`src/rtl/axis_fifo.sv`:
```
// axis_fifo: AXI-Stream beat FIFO with first-word fall-through and registered outputs.
// Data, keep and last are stored together per beat; keep/last are passed through untouched.
// Optional macro AXIS_FIFO_OCCUPANCY_EN adds an `occupancy` output carrying the registered count.
module axis_fifo #(
  parameter  int unsigned WORD_W         = 8,
  parameter  int unsigned BUS_W          = 32,
  parameter  int unsigned DEPTH          = 8,
  localparam int unsigned WORDS_PER_BEAT = BUS_W / WORD_W,
  localparam int unsigned CNT_W          = $clog2(DEPTH + 1)
) (
  input  logic                                   clk,
  input  logic                                   rstn,
  input  logic                                   s_valid,
  output logic                                   s_ready,
  input  logic [WORDS_PER_BEAT-1:0][WORD_W-1:0]  s_data,
  input  logic [WORDS_PER_BEAT-1:0]              s_keep,
  input  logic                                   s_last,
  output logic                                   m_valid,
  input  logic                                   m_ready,
  output logic [WORDS_PER_BEAT-1:0][WORD_W-1:0]  m_data,
  output logic [WORDS_PER_BEAT-1:0]              m_keep,
  output logic                                   m_last
`ifdef AXIS_FIFO_OCCUPANCY_EN
  ,
  output logic [CNT_W-1:0]                       occupancy
`endif
);

  localparam int unsigned PTR_W = $clog2(DEPTH);

  logic [WORDS_PER_BEAT-1:0][WORD_W-1:0] data_mem [DEPTH];
  logic [WORDS_PER_BEAT-1:0]             keep_mem [DEPTH];
  logic                                  last_mem [DEPTH];

  logic [PTR_W-1:0] wr_ptr_q, wr_ptr_d;
  logic [PTR_W-1:0] rd_ptr_q, rd_ptr_d;
  logic [CNT_W-1:0] count_q, count_d;
  logic             s_ready_q, s_ready_d;
  logic             m_valid_q, m_valid_d;
  logic [WORDS_PER_BEAT-1:0][WORD_W-1:0] m_data_q, m_data_d;
  logic [WORDS_PER_BEAT-1:0]             m_keep_q, m_keep_d;
  logic                                  m_last_q, m_last_d;

  logic wr_en;
  logic rd_en;
  logic bypass;

  // Handshakes, pointer/count update and next head-of-queue beat.
  always_comb begin
    wr_en     = s_valid && s_ready_q;
    rd_en     = m_valid_q && m_ready;
    wr_ptr_d  = wr_ptr_q + PTR_W'(wr_en);
    rd_ptr_d  = rd_ptr_q + PTR_W'(rd_en);
    count_d   = count_q;
    case ({wr_en, rd_en})
      2'b10:   count_d = count_q + CNT_W'(1);
      2'b01:   count_d = count_q - CNT_W'(1);
      default: count_d = count_q;
    endcase
    s_ready_d = (count_d != CNT_W'(DEPTH));
    m_valid_d = (count_d != CNT_W'(0));
    // The incoming beat becomes the head when the FIFO is (or becomes) empty this cycle.
    bypass    = wr_en && (count_q == CNT_W'(rd_en));
    if (bypass) begin
      m_data_d = s_data;
      m_keep_d = s_keep;
      m_last_d = s_last;
    end else begin
      m_data_d = data_mem[rd_ptr_d];
      m_keep_d = keep_mem[rd_ptr_d];
      m_last_d = last_mem[rd_ptr_d];
    end
  end

  // Beat storage; contents are not reset.
  always_ff @(posedge clk) begin
    if (wr_en) begin
      data_mem[wr_ptr_q] <= s_data;
      keep_mem[wr_ptr_q] <= s_keep;
      last_mem[wr_ptr_q] <= s_last;
    end
  end

  // Control state and registered output stage.
  always_ff @(posedge clk or negedge rstn) begin
    if (!rstn) begin
      wr_ptr_q  <= '0;
      rd_ptr_q  <= '0;
      count_q   <= '0;
      s_ready_q <= 1'b0;
      m_valid_q <= 1'b0;
      m_data_q  <= '0;
      m_keep_q  <= '0;
      m_last_q  <= 1'b0;
    end else begin
      wr_ptr_q  <= wr_ptr_d;
      rd_ptr_q  <= rd_ptr_d;
      count_q   <= count_d;
      s_ready_q <= s_ready_d;
      m_valid_q <= m_valid_d;
      m_data_q  <= m_data_d;
      m_keep_q  <= m_keep_d;
      m_last_q  <= m_last_d;
    end
  end

  assign s_ready = s_ready_q;
  assign m_valid = m_valid_q;
  assign m_data  = m_data_q;
  assign m_keep  = m_keep_q;
  assign m_last  = m_last_q;

`ifdef AXIS_FIFO_OCCUPANCY_EN
  assign occupancy = count_q;
`endif

endmodule
```
`config.mk`:
```
export PLATFORM = sky130hd
export DESIGN_NAME = axis_fifo
export DESIGN_NICKNAME = d
export VERILOG_FILES = /design/src/rtl/axis_fifo.sv
export SDC_FILE = /design/constraint.sdc
export NUM_CORES = 1
export LEC_CHECK = 0
export CORE_AREA = 10 10 163 165
export CTS_CLUSTER_DIAMETER = 50
export DETAILED_ROUTE_END_ITERATION = 8
export DIE_AREA = 0 0 173 175
export DONT_BUFFER_PORTS = 1
export PLACE_DENSITY = 0.75
export REMOVE_ABC_BUFFERS = 1
export SLEW_MARGIN = 20
export SYNTH_ARGS = -nofsm -noshare
export SYNTH_HDL_FRONTEND = slang
export SYNTH_SLANG_ARGS = --single-unit
```
`constraint.sdc`:
```
create_clock -name clk -period 6.6 [get_ports clk]
set_input_delay 0.99 -clock clk [delete_from_list [all_inputs] [get_ports clk]]
set_output_delay 0.99 -clock clk [all_outputs]
set_load 0.005 [all_outputs]
```
==> metrics list <==
- The run finished with clean final reports.
- Post-cts gate resize count: 0
- Net switching is 31.6% of the power.
- Port buffering added 0 buffers.
- TritonCTS clock tree: done
- R2R Setup Slk: 3.80 ns
* Fraction of final layout cells sized beyond drive strength 1: 14.0%
* Vias in the first global route: 7455
* Worst-case reg-to-reg path depth: 7
- Power consumption: 7.05 mW
- STA classifies the critical path startpoint as a register.
* Buffering stage count on the worst path with inverters included: 2
- The number of clock buffers added by TritonCTS is 37.
- The first global-routing pass estimated 43000 µm of wire.
- Power per unit of standard cell area: 465 nW/µm²
* Clock-pin slew on the worst setup and hold paths: 0.06 ns
* List of cells traversed by the critical path: a21bo_1 > and2_4 > clkinv_2 > buf_4 > nand2_1 > and3_1 > o41ai_2
- In the routed design, unresolved DRC markers number 0.
* Actual transition at the worst max-transition pin: 1.13 ns
* Part of the total power dissipated in combinational logic: 29.5%
- Clock H-tree levels: 2
* Die X-Extent: 173 µm
- The worst hold path belongs to the class input port to async pin.
- Initial core utilization: 58.9%
- STA puts the critical path data required time at 6.97 ns.
* Number of storage elements in the synthesis netlist: 345
- A synthesized cell averages 16.0 µm².
- Row generation in the floorplan step produced 56 rows.
* Final ANT Viol Nets: 0
- Setup repair after global routing left no endpoint under its margin.
* Synthesized area: 13700 µm²
- In this run, the number of DRC markers left after iteration 0 of detailed routing was 679.
* Initial antenna violation count: 0
* Half-perimeter wire length of the detailed placement result: 13900 µm
- The tool flagged a number of max-cap violations equal to 0.
- In this run the tightest slew margin relative to its limit is 24.2%.
- Cells fill 65.1% of the core in the end.
- Gpl congestion: 0.732
* Worst Setup Path Type: register to register
- Entering global routing, the biggest net connects 74 pins.
- On the critical path the largest part of the delay comes from buffers and inverters.
* Total internal power: 4.82 mW
- Across every metal layer, demand over resource in global routing totals 18.3%.
- Clk root buf: clkbuf_16
* Master of the slowest instance on the critical path: clkinv_2
- IO Count: 80
* Fraction of the yosys area taken by sequential cells: 73.8%
- For this design, the CTS-stage hold fixing added 0 buffers.
* Number of setup violations in the final report: 0
* Number of max-slew violations in the final report: 0
- Summed over all failing endpoints, the final setup total negative slack is 0 ns.
* Peak clock frequency supported by timing: 0.357 GHz
- Commonest register cell after synthesis: edfxtp_1
- Synthesis produced a netlist whose cell count is 857.
- Wire length reported by the detailed router: 28000 µm
- Of the total power, registers draw 42.5%.
- Routed length per placed instance: 23.1 µm
- The clock network burns 28.0% of the power.
- Final hold violation count: 0
* Source-to-sink clock delay at the later pin of the worst-skew pair: 0.51 ns
* Most common cell after layout, fill and taps aside: edfxtp_1
- The largest single stage delay on the critical path is 0.63 ns.
- Clock skew on the completed layout was measured at 0.0111 ns.
* Yosys warning count: 0
* Count of clock tree sinks: 345
- In the layout the commonest cells are edfxtp_1 (296), nand2_1 (186), and3_1 (73).
- Data arrives at the worst endpoint at 3.17 ns.
* Reported net switching power: 2.23 mW
- Static leakage: 5.66 nW
- Die Ht: 175 µm
- Capturing point of the worst reg2reg path: m_data[25]
* Antenna diodes: 0
* Setup Buffers After CTS: 0
- Mean number of vias per cell: 5.97
* Crit path capture type: register
* Worst setup timing slack at the placement stage: 3.20 ns
* Count of TritonRoute iterations in the first routing pass: 5
- Counting along the longest clock path gives a buffer depth of 3.
* Source of the worst register-to-register timing path: rd_ptr_q[0]
- Worst path setup slack after routing: 3.80 ns
* GR Overflow Total: 0
* Max rail drop VDD: 0.272 mV
- Number of synthesized flops with an enable pin: 296
- The net count of the finished layout is 910.
- Via count: 7230
- Final hold analysis gives a worst-case slack of 0.170 ns.
* Portion of the clock cycle consumed by the worst path in the final layout: 42.4%
* Async SR Flop Fraction: 14.2%
* Post-layout min period: 2.80 ns
- Synthesis-to-layout area growth: 10.6%
* DIE AREA: 30300 µm²
- After floorplanning, the core was sized to cover 23300 µm².
* Maximum fanout along the worst path: 44
* Synth cell types: 46
-- layer usage --
layer / wire (µm) / track usage, % / vias up
li1: - / - / 3252
met1: 11500 / 23.3 / 3725
met2: 14000 / 30.5 / 216
met3: 2000 / 5.13 / 37
met4: 431 / 4.49 / 0
met5: 0 / 0 / -
-- sequential cells by signal, indices dropped and copies added (netlist names) --
register / count
count_q: 4
data_mem: 256
keep_mem: 32
last_mem: 8
m_data: 32
m_keep: 4
m_last: 1
m_valid: 1
rd_ptr_q: 3
s_ready: 1
wr_ptr_q: 3
-- worst max path at each step --
stage,cells after the start,startpoint,to
after detailed placement,7,m_ready,m_data[25]
final,7,rd_ptr_q[0],m_data[25]
after floorplan,6,m_ready,m_data[10]
after global routing,7,rd_ptr_q[0],m_data[22]
after global placement,7,m_ready,m_data[25]
after CTS,7,rd_ptr_q[0],m_data[25]
-- logic make-up after synthesis --
| group | synth area share (%) |
|---|---|
| AOI/OAI and AO/OA | 7.21 |
| xor gates and xnor gates | 0.667 |
| adders and majority gates | 0.457 |
| buffers and inverters | 2.46 |
| DFF | 73.8 |
| muxes | 5.67 |
| and+or+nand+nor | 9.71 |
-- synth_stat cells (2+ instances only) --
cell | number | area [µm²]
clkbuf_1 | 16 | 60.1
buf_2 | 12 | 60.1
ha_1 | 5 | 62.6
dfrtp_1 | 49 | 1230
nand2b_1 | 4 | 25.0
o211ai_1 | 2 | 15.0
nor3_1 | 5 | 25.0
buf_4 | 6 | 45.0
a21oi_1 | 4 | 20.0
xnor2_1 | 3 | 26.3
nor2_1 | 7 | 26.3
xor2_1 | 3 | 26.3
mux2_2 | 2 | 22.5
and3_1 | 73 | 457
o41ai_2 | 36 | 586
a22o_1 | 36 | 315
buf_8 | 3 | 45.0
and2_1 | 3 | 18.8
edfxtp_1 | 296 | 8890
inv_1 | 4 | 15.0
buf_6 | 7 | 78.8
nand2_1 | 186 | 698
mux2i_1 | 72 | 721
-- power by group through the flow --
stage,Combinational [mW],Sequential (mW),Clock (mW)
2_1_floorplan,1.61,2.99,0
3_3_place_gp,2.03,3.05,0
3_5_place_dp,2.09,3.05,0
4_1_cts,2.11,3.01,2.01
5_1_grt,2.25,3.04,2.10
6_report,2.08,3.00,1.97
-- cell type report --
type	count	area (µm²)
flip-flops and latches	345	10100
fillers	1629	8110
multi-input cells	460	3320
clock buffers	57	1080
well taps	319	399
repair buffers	14	125
clock inverters	11	90.1
inverters	6	23.8
-- stage by stage --
| step | cell area (µm²) | instances |
|---|---|---|
| CTS | 15100 | 1211 |
| global route | 15200 | 1212 |
| global placement | 14000 | 1143 |
| floorplan | 13400 | 811 |
| detailed placement | 14000 | 1143 |
| finish | 15200 | 1212 |
-- worst reg2reg max path, cell delays in order (launching register included) --
cell      delay (ns)
dfrtp_1         0.40
a21bo_1         0.18
and2_4          0.54
clkinv_2        0.64
buf_4           0.48
nand2_1         0.15
and3_1          0.18
o41ai_2         0.08
Note: power is estimated with default switching activity, not from simulation.
